===== src/rtl/vga_capture.sv =====
// vga_capture: recovers VGA timing from sampled syncs, locks on clean frames and writes a window to a frame buffer.
// Optional VGA_CAPTURE_TRANSPARENT_EN: in-window pixels equal to 8'hFF are not written.
module vga_capture #(
    parameter int HPIXELS = 800,
    parameter int VLINES  = 521,
    parameter int HPULSE  = 96,
    parameter int VPULSE  = 2,
    parameter int HBP     = 144,
    parameter int VBP     = 31,
    parameter int WIN_X   = 50,
    parameter int WIN_Y   = 40,
    parameter int WIN_W   = 256,
    parameter int WIN_H   = 256
) (
    input  logic        clk,
    input  logic        clr,
    input  logic        pix_en,
    input  logic        hsync,
    input  logic        vsync,
    input  logic [2:0]  red,
    input  logic [2:0]  green,
    input  logic [1:0]  blue,
    output logic        wr_en,
    output logic [15:0] wr_addr,
    output logic [7:0]  wr_data,
    output logic        locked,
    output logic        frame_done,
    output logic [7:0]  err_count,
    output logic [9:0]  cur_x,
    output logic [9:0]  cur_y
);
    localparam logic [9:0] HLAST = 10'(HPIXELS - 1);
    localparam logic [9:0] HPW   = 10'(HPULSE - 1);
    localparam logic [9:0] VLAST = 10'(VLINES - 1);
    localparam logic [9:0] VPW   = 10'(VPULSE - 1);
    localparam logic [9:0] X0    = 10'(HBP + WIN_X);
    localparam logic [9:0] X1    = 10'(HBP + WIN_X + WIN_W);
    localparam logic [9:0] Y0    = 10'(VBP + WIN_Y);
    localparam logic [9:0] Y1    = 10'(VBP + WIN_Y + WIN_H);

    typedef enum logic [1:0] {SEARCH, CHECK, LOCKED} state_t;
    state_t state, state_nx;
    logic hs_q, vs_q, hfall, hrise, vfall, vrise, viol, err_inc, wr_nx, fd_nx, key;
    logic [9:0] nx, ny;
    logic [7:0] dx, dy, pix;

    assign locked = state == LOCKED;

    // Checks use the previous sample's position, i.e. the position that just completed.
    always_comb begin
        hfall = pix_en & hs_q & ~hsync;
        hrise = pix_en & ~hs_q & hsync;
        vfall = pix_en & vs_q & ~vsync;
        vrise = pix_en & ~vs_q & vsync;
        nx = hfall ? 10'd0 : (&cur_x) ? cur_x : cur_x + 10'd1;
        ny = (hfall & vfall) ? 10'd0 : (hfall & ~&cur_y) ? cur_y + 10'd1 : cur_y;
        viol = (hfall & (cur_x != HLAST)) | (hrise & (cur_x != HPW)) |
               (vfall & (cur_y != VLAST)) | (vrise & (cur_y != VPW)) |
               (vfall & ~hfall) | (pix_en & ~hfall & (cur_x >= HLAST));
        dx = 8'(nx - X0);
        dy = 8'(ny - Y0);
        pix = {blue, green, red};
`ifdef VGA_CAPTURE_TRANSPARENT_EN
        key = pix == 8'hFF;
`else
        key = 1'b0;
`endif
        state_nx = state;
        err_inc = 1'b0;
        if (state != SEARCH && viol) begin
            state_nx = SEARCH;
            err_inc = 1'b1;
        end else if (state == SEARCH && vfall && hfall)
            state_nx = CHECK;
        else if (state == CHECK && vfall)
            state_nx = LOCKED;
        fd_nx = state == LOCKED && vfall && !viol;
        wr_nx = pix_en && state == LOCKED && !viol && !key &&
                nx >= X0 && nx < X1 && ny >= Y0 && ny < Y1;
    end

    always_ff @(posedge clk or posedge clr)
        if (clr)
            state <= SEARCH;
        else
            state <= state_nx;

    always_ff @(posedge clk or posedge clr)
        if (clr) begin
            hs_q <= 1'b1;
            vs_q <= 1'b1;
            cur_x <= '0;
            cur_y <= '0;
            err_count <= '0;
            wr_en <= 1'b0;
            wr_addr <= '0;
            wr_data <= '0;
            frame_done <= 1'b0;
        end else begin
            wr_en <= wr_nx;
            frame_done <= fd_nx;
            if (err_inc && err_count != 8'hFF)
                err_count <= err_count + 8'd1;
            if (pix_en) begin
                hs_q <= hsync;
                vs_q <= vsync;
                cur_x <= nx;
                cur_y <= ny;
            end
            if (wr_nx) begin
                wr_addr <= {dx, dy};
                wr_data <= pix;
            end
        end
endmodule


===== config.mk =====
export PLATFORM = sky130hd
export DESIGN_NAME = vga_capture
export DESIGN_NICKNAME = d
export VERILOG_FILES = /design/src/rtl/vga_capture.sv
export SDC_FILE = /design/constraint.sdc
export NUM_CORES = 1
export LEC_CHECK = 0
export ABC_AREA = 1
export BUFFER_PORTS_ARGS = -buffer_cell sky130_fd_sc_hd__clkbuf_2
export CAP_MARGIN = 15
export CELL_PAD_IN_SITES_DETAIL_PLACEMENT = 2
export CELL_PAD_IN_SITES_GLOBAL_PLACEMENT = 2
export CORE_ASPECT_RATIO = 0.5
export CORE_MARGIN = 4
export CORE_UTILIZATION = 31
export DETAILED_ROUTE_END_ITERATION = 7
export HOLD_SLACK_MARGIN = 0.05
export PLACE_DENSITY_LB_ADDON = 0.05
export SLEW_MARGIN = 20
export SYNTH_ARGS = -nofsm -noshare
export SYNTH_HDL_FRONTEND = slang
export SYNTH_SLANG_ARGS = --single-unit

===== constraint.sdc =====
create_clock -name clk -period 2.95 [get_ports clk]
set_input_delay 0.1475 -clock clk [delete_from_list [all_inputs] [get_ports clk]]
set_output_delay 0.1475 -clock clk [all_outputs]
set_load 0.01 [all_outputs]

## Word-level counts from Yosys, hierarchy flattened

Cells that the tools add are included.

- Bitwise operators: 27
- Mux-type cells: 8
- Reductions and logical operators: 20
- Equality and inequality tests: 7
- Add/sub/neg operators: 5
- $lt $le $gt $ge: 5

Operators with widths:

| operator | number |
|---|---|
| 10-bit two-way mux | 4 |
| 10-bit by 1-bit adder with 10-bit output (second input constant) | 2 |
| 10-bit by 9-bit less-than comparator with 1-bit output (second input constant) | 2 |
| 10-bit inequality test (second input constant) | 2 |
| 10-bit AND reduction | 2 |
| 1-bit AND | 17 |
| 1-bit logical AND | 13 |
| 10-bit >= comparator (second input constant) | 1 |
| 10-bit by 7-bit >= comparator with 1-bit output (second input constant) | 1 |
| 10-bit by 8-bit >= comparator with 1-bit output (second input constant) | 1 |
| 10-bit by 1-bit inequality test with 1-bit output (second input constant) | 1 |
| 10-bit by 7-bit inequality test with 1-bit output (second input constant) | 1 |
| 8-bit by 1-bit adder with 8-bit output (second input constant) | 1 |
| 8-bit inequality test (second input constant) | 1 |
| 8-bit by 7-bit subtractor with 8-bit output (second input constant) | 1 |
| 8-bit subtractor (second input constant) | 1 |
| 2-bit two-way mux | 3 |
| 1-bit NOT | 5 |
| 1-bit bitwise OR | 5 |
| 3-bit nonzero test | 1 |
| 2-bit by 1-bit equality test with 1-bit output (second input constant) | 1 |
| 2-bit equality test (second input constant) | 1 |
| 1-bit logical NOT | 2 |
| 2-bit logical NOT | 1 |
| other kinds (2) | 2 |

- Logic and storage cells: 82
- Output and inout bits: 55
- Bits of input ports: 13
- Bits in registers: 58

## Depth between registers and ports, before layout

- Word-level depth: 15
- Gate-level depth with buffers: 18
- Depth with buffers taken out: 17

## Least setup slack after synthesis

Ideal clock, no wire load.

- Path kind: flip-flop to flip-flop
- Start point: register cur_y[0]
- End point: register wr_addr[0]
- Cell stages (with the launch flop): 17
- Data required time: 2,833 ps
- Data arrival time: 2,366 ps
- Clock period less this slack: 2,483 ps
- Library setup time: 117 ps
- Buffers on the path: 1
- Slack: 467 ps
- Cells stage by stage: dfrtp_1 > ha_1 > nand2_1 > nor2_2 > nand3_4 > nand3_1 > nand2_1 > nor2_1 > ha_1 > inv_1 > nor2_2 > nor2_2 > o21ai_4 > nand3_2 > buf_6 > nand2_1 > nand2_1

- Elaborated cells on any way between the ends: 23
- Those cells by class: add/sub: 2; order compare: 2; eq/ne: 2; mux: 2; bitwise: 7; reduce/logical: 8

RTL lines:

| element | RTL line | text |
|---|---|---|
| from (decl) | 30 | `output logic [9:0] cur_y` |
| from (signal assigned) | 108 | `cur_y <= ny;` |
| parallel branches: the longest is 3 deep, another holds 10-bit by 1-bit adder with 10-bit output | n/a |  |
| 10-bit two-way mux (*) (2 in series) | 56 | `ny = (hfall & vfall) ? 10'd0 : (hfall & ~&cur_y) ? cur_y + 10'd1 : cur_y;` |
| named net ny[0] | 44 | `logic [9:0] nx, ny;` |
| 10-bit by 7-bit >= comparator with 1-bit output | 79 | `nx >= X0 && nx < X1 && ny >= Y0 && ny < Y1;` |
| 1-bit logical AND (2 in series) | 79 |  |
| to (signal assigned) | 111 | `wr_addr <= {dx, dy};` |
| to (decl) | 24 | `output logic [15:0] wr_addr,` |

Mark *: on every way through the listed nets, which the timed path passes.
A chain may end at the register's enable or synchronous reset.

## Worst setup path in the final report

- Start point: register cur_y[1]
- End point: register wr_addr[8]

- Elaborated cells on any way between the ends: 22
- Those cells by class: add/sub: 1; order compare: 2; eq/ne: 2; mux: 2; bitwise: 7; reduce/logical: 8

RTL lines:

| element | RTL line |
|---|---|
| 10-bit AND reduction (*) | 56 |
| 1-bit logical NOT (*) | 56 |
| 1-bit AND (*) | 56 |
| 10-bit two-way mux (*) (2 in series) | 56 |
| named net ny[0] | 44 |
| 10-bit by 7-bit >= comparator with 1-bit output | 79 |
| 1-bit logical AND | 79 |
| 1-bit logical AND (*) | 79 |

Mark *: on every way through the listed nets, which the timed path passes. The rest lies on a longest branch.

==> impl_metrics.json <==
{
  "utilization_pct": 41.0,
  "clock_latency_ps": 330,
  "period_minus_slack_ps": 2720,
  "setup_viol": 0,
  "critPathCaptureType": "flip-flop",
  "cp-start-kind": "flip-flop",
  "cp_data_arrival_time_ps": 2930,
  "syn_inst": 513,
  "postCtsSetupRepairBufs": 0,
  "cp_common_cell": "nand2_1",
  "period_share_pct": 92.2,
  "mostFrequentLayoutCells": "nand2_1 (168), clkbuf_2 (67), inv_1 (58)",
  "cap_violations": 0,
  "n_antenna_cell": 0,
  "die_w_um": 162,
  "status": "finished, final reports clean",
  "clock_sink_count": 58,
  "vdd_ir_drop_max_mv": 0.294,
  "clockBufferDepth": 2,
  "overflow": 0,
  "grt_max_degree": 27,
  "drc": 0,
  "timing.setup.tns_ps": 0,
  "viasPerCell": 4.87,
  "reg2reg_setup_slack_ps": 230,
  "hp-class": "in -> reg",
  "dr.pass1.iters": 4,
  "clk_root_buffer_cell": "clkbuf_16",
  "grt_pass1_vias": 4099,
  "start_util_pct": 32.7,
  "max_stage_delay_ps": 420,
  "syn-num-nets": 533,
  "place.gp.congestion": 0.799,
  "syn_avg_cell_area_um2": 7.21,
  "drive_above_1_share_pct": 22.8,
  "core_area_um2": 11300,
  "skew_ps": 5.00,
  "num_rows": 27,
  "cts_tree": "yes",
  "pin_count": 68,
  "die_h_um": 85.2,
  "h-tree-depth": 3,
  "antenna_found_initial": 0,
  "p_leak_nw": 2.50,
  "yosysSeqAreaShare_pct": 39.3,
  "dieArea_um2": 13800,
  "p_total_mw": 3.73,
  "synth_seq_cells": 58,
  "cp_top_family": "simple AND/OR/NAND/NOR gates",
  "postRouteWirelength_um": 12500,
  "crit_required_ps": 3160,
  "clk_pin_slew_ps": 50,
  "power_density_nw_per_um2": 803,
  "syn-cell-area_um2": 3700,
  "cts_buffers": 9,
  "post_drt_wl_per_cell_um": 16.4,
  "timing.hold.ws_ps": 66.6,
  "ys_warn_count": 0,
  "grt_usage_pct": 19.1,
  "syn_to_final_growth_pct": 25.5,
  "final_nets": 616,
  "final.fill_count": 1387,
  "finalHoldViolCount": 0,
  "portBuffers": 67,
  "worst_pin_slew_ps": 583,
  "maxSlewHeadroom_pct": 61.1,
  "dp_hpwl_um": 9530,
  "synth_cell_types": 35,
  "critical_path.cell_chain": "ha_1, nand2_2, nor2_4, nand3_4, nand2_4, nand2_1, nand2_1, nor2_2, ha_2, inv_1, nor2_2, nor2_2, o21ai_4, nand3_2, buf_4, nand2_1, nand2_1",
  "final_common_cell": "nand2_1",
  "path_class": "reg -> reg",
  "path_buf_inv": 2,
  "first_iter_violations": 130,
  "grt_pass1_wl_um": 21300,
  "critPathMaxFanout": 22,
  "dr_total_vias": 3698,
  "fmax_mhz": 368,
  "slowest_stage": "dfrtp_1",
  "ant_nets": 0,
  "final_max_slew_viol_count": 0
}
## cells by family after synthesis
family	synth area share, %
buffers and inverters	8.73
XOR/XNOR	3.79
AO/OA/AOI/OAI	4.74
adder cells (fa/ha/maj)	2.37
flip-flops	39.3
AND/OR/NAND/NOR	41.0
## timing repair
action | 4_1_cts | 5_1_grt
endpoints found under the setup margin | 0 | 24
gates resized for setup | 0 | 6
endpoints found under the hold margin | 26 | 0
hold buffers | 4 | 0
## metal layers
layer,up-vias,wire length (µm),track usage (%)
li1,1804,-,-
met5,-,0,0
met2,59,5570,31.3
met1,1824,6320,26.1
met4,0,91,3.38
met3,11,493,4.32
## flip-flops by register name (all words and copies together), names as in the netlist
name and count:
wr_data 8, vs_q 1, cur_x 10, hs_q 1
state 2, wr_addr 16, frame_done 1, wr_en 1
err_count 8, cur_y 10
## worst reg2reg max path: cells and delay by family (launching register included)
kind,cells,cell delay (ps)
AOI/OAI and AO/OA,1,180
adders and majority gates,2,460
buffers and inverters,2,290
DFF,1,420
and+or+nand+nor,12,1270
## per-stage QoR
stage / setup slack, ps / instance area (µm²) / instances
after floorplan: 467 / 3700 / 513
after global placement: 292 / 4260 / 740
after detailed placement: 75.9 / 4260 / 740
after CTS: 77.4 / 4620 / 760
after global routing: -2.86 / 4640 / 760
final: 229 / 4640 / 760
## synth_stat cells
master	n	share of area, %
ha_1	7	2.4
nand2_4	2	0.61
dfstp_2	2	1.4
o21ai_0	16	2.2
xor2_1	9	2.1
inv_1	59	6.0
nand2_2	7	1.2
a211oi_1	1	0.20
clkbuf_1	2	0.20
o21a_1	1	0.20
o21ai_1	1	0.14
nor2_1	43	4.4
nand3_1	45	6.1
nand3_4	2	0.95
o211ai_1	2	0.41
buf_4	1	0.20
nand2_1	169	17
nor3_1	4	0.54
nor3_2	1	0.27
o21ai_4	1	0.44
nor2_4	7	2.1
and2_1	1	0.17
buf_2	8	1.1
nand3_2	3	0.81
clkbuf_2	1	0.14
a21oi_1	6	0.81
xnor2_1	7	1.7
dfrtp_1	56	38
buf_6	2	0.61
nand4_1	33	5.6
inv_2	5	0.51
o21bai_1	1	0.20
nor2_2	6	1.0
a31oi_1	1	0.17
nor4_1	1	0.17
## layout make-up
class                   count  area, µm²  share of cell area, %
multi-input cells         377       1930                   41.6
flip-flops and latches     58       1450                   31.3
repair buffers             86        495                   10.7
clock buffers              11        243                   5.23
inverters                  64        240                   5.18
well taps                 159        199                   4.29
clock inverters             5       77.6                   1.67
## power breakdown
part / switching [mW] / total, mW / leakage (nW) / internal, mW
Clock: 0.377 / 1.14 / 0.156 / 0.759
Sequential: 0.157 / 1.07 / 0.764 / 0.914
Combinational: 1.02 / 1.52 / 1.58 / 0.499
Total: 1.56 / 3.73 / 2.50 / 2.17
## final timing paths
check	depth (start not counted)	start	end
worst max-delay path	17	cur_y[1]	wr_addr[8]
worst min-delay path	3	blue[1]	wr_data[7]
worst max register to register	17	cur_y[1]	wr_addr[8]
worst min register to register	2	wr_data[1]	wr_data[1]
max in group asynchronous	4	clr	wr_addr[0]
min in group asynchronous	3	clr	err_count[4]
Power figures use the tool's default switching activity.
